===== src/rtl/uart2_rx.sv =====
// uart2_rx: 8N1 UART receiver, LSB first, mid-bit sampling, framing-error and break handling.
// Ports:
//   clock     - system clock, all logic on posedge
//   reset     - asynchronous active-high reset
//   rx_in     - serial line (idle high), asynchronous to clock
//   rx_out    - last correctly framed byte, held until the next good frame
//   rx_done   - one-cycle pulse when rx_out is updated
//   frame_err - one-cycle pulse when the stop bit is sampled low (byte discarded)
//   rx_busy   - high whenever the receiver is not idle
module uart2_rx #(
    parameter int unsigned CPB      = 868,
    parameter int unsigned half_CPB = 434
) (
    input  logic       clock,
    input  logic       reset,
    input  logic       rx_in,
    output logic [7:0] rx_out,
    output logic       rx_done,
    output logic       frame_err,
    output logic       rx_busy
);

    localparam int unsigned CNT_W  = 11;
    localparam int unsigned IDX_W  = 3;
    localparam int unsigned DATA_W = 8;

    typedef enum logic [2:0] {
        ST_IDLE  = 3'd0,
        ST_START = 3'd1,
        ST_DATA  = 3'd2,
        ST_STOP  = 3'd3,
        ST_BREAK = 3'd4
    } state_t;

    state_t             state_q, state_d;
    logic               sync1_q, sync2_q;
    logic [CNT_W-1:0]   cnt_q, cnt_d;
    logic [IDX_W-1:0]   bit_idx_q, bit_idx_d;
    logic [DATA_W-1:0]  shift_q, shift_d;
    logic [DATA_W-1:0]  rx_out_q, rx_out_d;
    logic               rx_done_q, rx_done_d;
    logic               frame_err_q, frame_err_d;
    logic               rx_busy_q, rx_busy_d;
    logic               rx_s;

    // Two-flop synchroniser; idles high so reset does not look like a start bit.
    always_ff @(posedge clock or posedge reset) begin
        if (reset) begin
            sync1_q <= 1'b1;
            sync2_q <= 1'b1;
        end else begin
            sync1_q <= rx_in;
            sync2_q <= sync1_q;
        end
    end

    assign rx_s = sync2_q;

    // State and datapath registers.
    always_ff @(posedge clock or posedge reset) begin
        if (reset) begin
            state_q     <= ST_IDLE;
            cnt_q       <= '0;
            bit_idx_q   <= '0;
            shift_q     <= '0;
            rx_out_q    <= '0;
            rx_done_q   <= 1'b0;
            frame_err_q <= 1'b0;
            rx_busy_q   <= 1'b0;
        end else begin
            state_q     <= state_d;
            cnt_q       <= cnt_d;
            bit_idx_q   <= bit_idx_d;
            shift_q     <= shift_d;
            rx_out_q    <= rx_out_d;
            rx_done_q   <= rx_done_d;
            frame_err_q <= frame_err_d;
            rx_busy_q   <= rx_busy_d;
        end
    end

    // Next-state and output logic; the counter restarts from zero on every transition.
    always_comb begin
        state_d     = state_q;
        cnt_d       = cnt_q + CNT_W'(1);
        bit_idx_d   = bit_idx_q;
        shift_d     = shift_q;
        rx_out_d    = rx_out_q;
        rx_done_d   = 1'b0;
        frame_err_d = 1'b0;

        unique case (state_q)
            ST_IDLE: begin
                cnt_d = '0;
                if (!rx_s) begin
                    state_d = ST_START;
                end
            end
            ST_START: begin
                if (cnt_q == CNT_W'(half_CPB)) begin
                    cnt_d = '0;
                    if (!rx_s) begin
                        state_d   = ST_DATA;
                        bit_idx_d = '0;
                    end else begin
                        // Line went back high before mid-start: treat as a glitch.
                        state_d = ST_IDLE;
                    end
                end
            end
            ST_DATA: begin
                if (cnt_q == CNT_W'(CPB)) begin
                    cnt_d              = '0;
                    shift_d[bit_idx_q] = rx_s;
                    bit_idx_d          = bit_idx_q + IDX_W'(1);
                    if (bit_idx_q == IDX_W'(DATA_W - 1)) begin
                        state_d = ST_STOP;
                    end
                end
            end
            ST_STOP: begin
                if (cnt_q == CNT_W'(CPB)) begin
                    cnt_d = '0;
                    if (rx_s) begin
                        rx_out_d  = shift_q;
                        rx_done_d = 1'b1;
                        state_d   = ST_IDLE;
                    end else begin
                        frame_err_d = 1'b1;
                        state_d     = ST_BREAK;
                    end
                end
            end
            ST_BREAK: begin
                // A held-low line must not re-arm; wait for idle-high first.
                if (rx_s) begin
                    cnt_d   = '0;
                    state_d = ST_IDLE;
                end
            end
            default: begin
                cnt_d   = '0;
                state_d = ST_IDLE;
            end
        endcase

        rx_busy_d = (state_d != ST_IDLE);
    end

    assign rx_out    = rx_out_q;
    assign rx_done   = rx_done_q;
    assign frame_err = frame_err_q;
    assign rx_busy   = rx_busy_q;

endmodule


===== config.mk =====
export PLATFORM = sky130hd
export DESIGN_NAME = uart2_rx
export DESIGN_NICKNAME = d
export VERILOG_FILES = /design/src/rtl/uart2_rx.sv
export SDC_FILE = /design/constraint.sdc
export NUM_CORES = 1
export LEC_CHECK = 0
export ABC_AREA = 1
export CAP_MARGIN = 20
export CELL_PAD_IN_SITES_DETAIL_PLACEMENT = 1
export CELL_PAD_IN_SITES_GLOBAL_PLACEMENT = 1
export CORE_MARGIN = 2
export CORE_UTILIZATION = 39
export DETAILED_ROUTE_END_ITERATION = 16
export HOLD_SLACK_MARGIN = 0.12
export PLACE_DENSITY_LB_ADDON = 0.1
export SYNTH_ARGS = -nofsm -noshare
export SYNTH_HDL_FRONTEND = slang
export SYNTH_SLANG_ARGS = --single-unit

===== constraint.sdc =====
create_clock -name clock -period 1.6 [get_ports clock]
set_clock_uncertainty 0.2 [all_clocks]
set_input_delay 0.4 -clock clock [delete_from_list [all_inputs] [get_ports clock]]
set_output_delay 0.4 -clock clock [all_outputs]
set_load 0.1 [all_outputs]

==> run metrics <==
CTS Buf Count 5; vias in the first global route 1844; Design Area, Final 0.00287 mm2; Antenna Violating Nets Remaining 0; fin crit share 1.05; sequential area share after synthesis 0.482; Hold Crit Class reg2reg; final cell count without fillers 367; final setup fails 27; failing checks negative setup slack; Worst setup endpoint rx_out[5]$_DFFE_PP0P_; ANT cells 0; clock group share of total power 0.392; final max-slew violation count 0; Final Worst Setup Slack -0.0743 ns; Critical R2R Capture rx_out[5]$_DFFE_PP0P_; CTS tree yes; Critical Path End Type register; Req. time, crit path 1.63 ns; arrival time at the worst endpoint 1.71 ns; TritonRoute pass-1 iters 4; Psw 0.000378 W; Synth Register Bits 38; Period minus WS final 1.67 ns; global route overflow 0; share of cells above drive strength 1 0.407; worst skew pair latency 0.30 ns; total I/O pin count 14; combinational share of power 0.025; clock slew at reported path FFs 0.07 ns; RSZ-0062 raised after global routing yes; CP Launch Type register; Worst setup startpoint cnt_q[1]$_DFF_PP0_; synth warn 0; status complete, but fails checks; Net Sw Frac 0.228; DR iter-0 viols 66; Syn-to-layout area delta 45.1%; first-pass GRT wire length 8620 um; worst r2r src cnt_q[1]$_DFF_PP0_; via count 1801; Layout Utilization 0.596; power per cell area 577 mW/mm2; number of nets in the layout 307; worst vdd rail ir drop 0.000382 V; reg-to-reg slack, setup -0.07 ns; Worst-Margin Slew 0.251 ns; worst reg-to-reg path cell count 10; Detailed Place HPWL 3730 um; Clock Sink Count 38; die height 75.2 um; Synth Net Count 256; Post-CTS Hold Buffers 0; Max clock buf depth 2; dpl cell area 0.00252 mm2; worst-path fanout max 7; CTS H-tree lvls 2; routed len/inst 14.6 um; Post-Syn Area per Cell 7.98 um2; std cell rows 25; Synth Instances 248; Initial Util 0.411; number of distinct library cells after synthesis 25; total track usage 0.209; initial antenna violation count 0; clk root buf clkbuf_8; WHS Path Cells 0; Post-Syn Area 0.00198 mm2; f_max 597 MHz; crit path kind reg2reg; placed instance count 355; Fillers 577; RD Place Congestion 0.819; Post-Route WL 5350 um; PortBufs 13; sequential power share 0.583; Die X 75.2 um; Internal Power 0.00128 W; die area 0.00566 mm2; pre-CTS WS -0.143 ns; Hold Vio Cnt, Final 0; max-cap viol count 0; slew margin rel. 0.832; DRC 0; Leak 1.37 nW; DR vias/cell 4.91; largest net degree at the start of global routing 39; Core ar. 0.00482 mm2
## worst max-delay path, cell delays in order, from the launching register on
cell and delay [ns]:
dfrtp_1 0.40, inv_2 0.08, ha_4 0.14, inv_2 0.03
nor2_2 0.09, nand2_2 0.08, nor2_4 0.18, nand3_4 0.18
inv_4 0.11, nand2_1 0.05, nand2_1 0.06
## metal layers
layer  up-vias  share of wire  global-route usage
met5         -              0                   0
met4         0          0.026              0.0858
met3        11          0.024              0.0482
met2        25           0.53               0.364
met1       881           0.42               0.250
li1        884              -                   -
## layout make-up
cell class / count / area (um2) / share of cell area
repair buffers: 46 / 528 / 0.184
clock inverters: 2 / 10.0 / 0.00349
inverters: 42 / 160 / 0.0558
flip-flops and latches: 38 / 957 / 0.333
well taps: 67 / 83.8 / 0.0292
multi-input cells: 166 / 1060 / 0.369
clock buffers: 6 / 72.6 / 0.0253
## how the worst min path moves through the flow
| stage | start | endpoint | slack, ns |
|---|---|---|---|
| 6_report | sync1_q$_DFF_PP1_ | rx_s$_DFF_PP1_ | 0.16 |
| 4_1_cts | sync1_q$_DFF_PP1_ | rx_s$_DFF_PP1_ | 0.16 |
| 3_3_place_gp | sync1_q$_DFF_PP1_ | rx_s$_DFF_PP1_ | 0.15 |
| 3_5_place_dp | sync1_q$_DFF_PP1_ | rx_s$_DFF_PP1_ | 0.15 |
| 5_1_grt | sync1_q$_DFF_PP1_ | rx_s$_DFF_PP1_ | 0.17 |
| 2_1_floorplan | sync1_q$_DFF_PP1_ | rx_s$_DFF_PP1_ | 0.15 |
## cells by family (layout without fill, tap and decap cells)
family                   count (synthesis)  after routing  share of synthesized area
AND/OR/NAND/NOR                        133            134                      0.306
buffers and inverters                   45             96                     0.0935
flip-flops                              38             38                      0.482
AO/OA/AOI/OAI                           23             23                     0.0695
adder cells (fa/ha/maj)                  5              5                     0.0316
XOR/XNOR                                 4              4                     0.0177
## power by group through the flow
stage / logic (W) / clock network [W] / registers, W
finish: 0.0000416 / 0.000649 / 0.000967
global route: 0.0000477 / 0.000710 / 0.000967
CTS: 0.0000423 / 0.000675 / 0.000966
detailed placement: 0.0000412 / 0 / 0.000985
global placement: 0.0000406 / 0 / 0.000985
floorplan: 0.0000164 / 0 / 0.000986
## sequential cells by signal (all words and copies together) (netlist names)
name	cells
rx_done	1
bit_idx_q	3
rx_out	8
shift_q	8
rx_s	1
cnt_q	11
frame_err	1
state_q	3
sync1_q	1
rx_busy	1
## stage by stage
stage	TNS [ns]	total power, W	hold slack (ns)
2_1_floorplan	-0.181	0.00100	0.145
6_report	-0.907	0.00166	0.160
3_5_place_dp	-2.28	0.00103	0.150
5_1_grt	-3.12	0.00172	0.168
3_3_place_gp	-1.12	0.00103	0.147
4_1_cts	-1.42	0.00168	0.161
## Yosys cell counts
cell,n,share of area
nand2_2,6,0.019
and2_1,1,0.0032
nor2_2,1,0.0032
nand4_1,8,0.025
buf_6,2,0.011
nor2_4,2,0.011
o21ai_2,4,0.018
nand3_2,1,0.0051
a31oi_1,6,0.019
nand3_4,1,0.0089
or2_2,1,0.0032
xor2_1,3,0.013
buf_2,1,0.0025
nor4_1,1,0.0032
dfstp_2,2,0.027
inv_1,39,0.074
inv_2,3,0.0057
xnor2_1,1,0.0044
nor3_1,3,0.0076
nor2_1,29,0.055
ha_1,5,0.032
o21ai_0,13,0.033
nand2_1,61,0.12
nand3_1,18,0.046
dfrtp_1,36,0.46
## cells in the final DEF (no fill, tap or decap), drive strengths merged
cell type,instances
o21ai,17
nand2,67
nand4,8
clkinv,2
and2,1
clkdlybuf4s50,2
buf,44
inv,42
dfstp,2
xor2,3
clkbuf,6
nor2,32
xnor2,1
a31oi,6
nor3,3
dfrtp,36
nand3,21
or2,1
nor4,1
ha,5
## repair_timing
action,4_1_cts,5_1_grt
pin swaps,11,21
setup endpoints to repair,30,36
gates resized for setup,28,43
setup buffers,0,3
cloned,1,0
No activity file was read; power rests on OpenSTA's default activity.
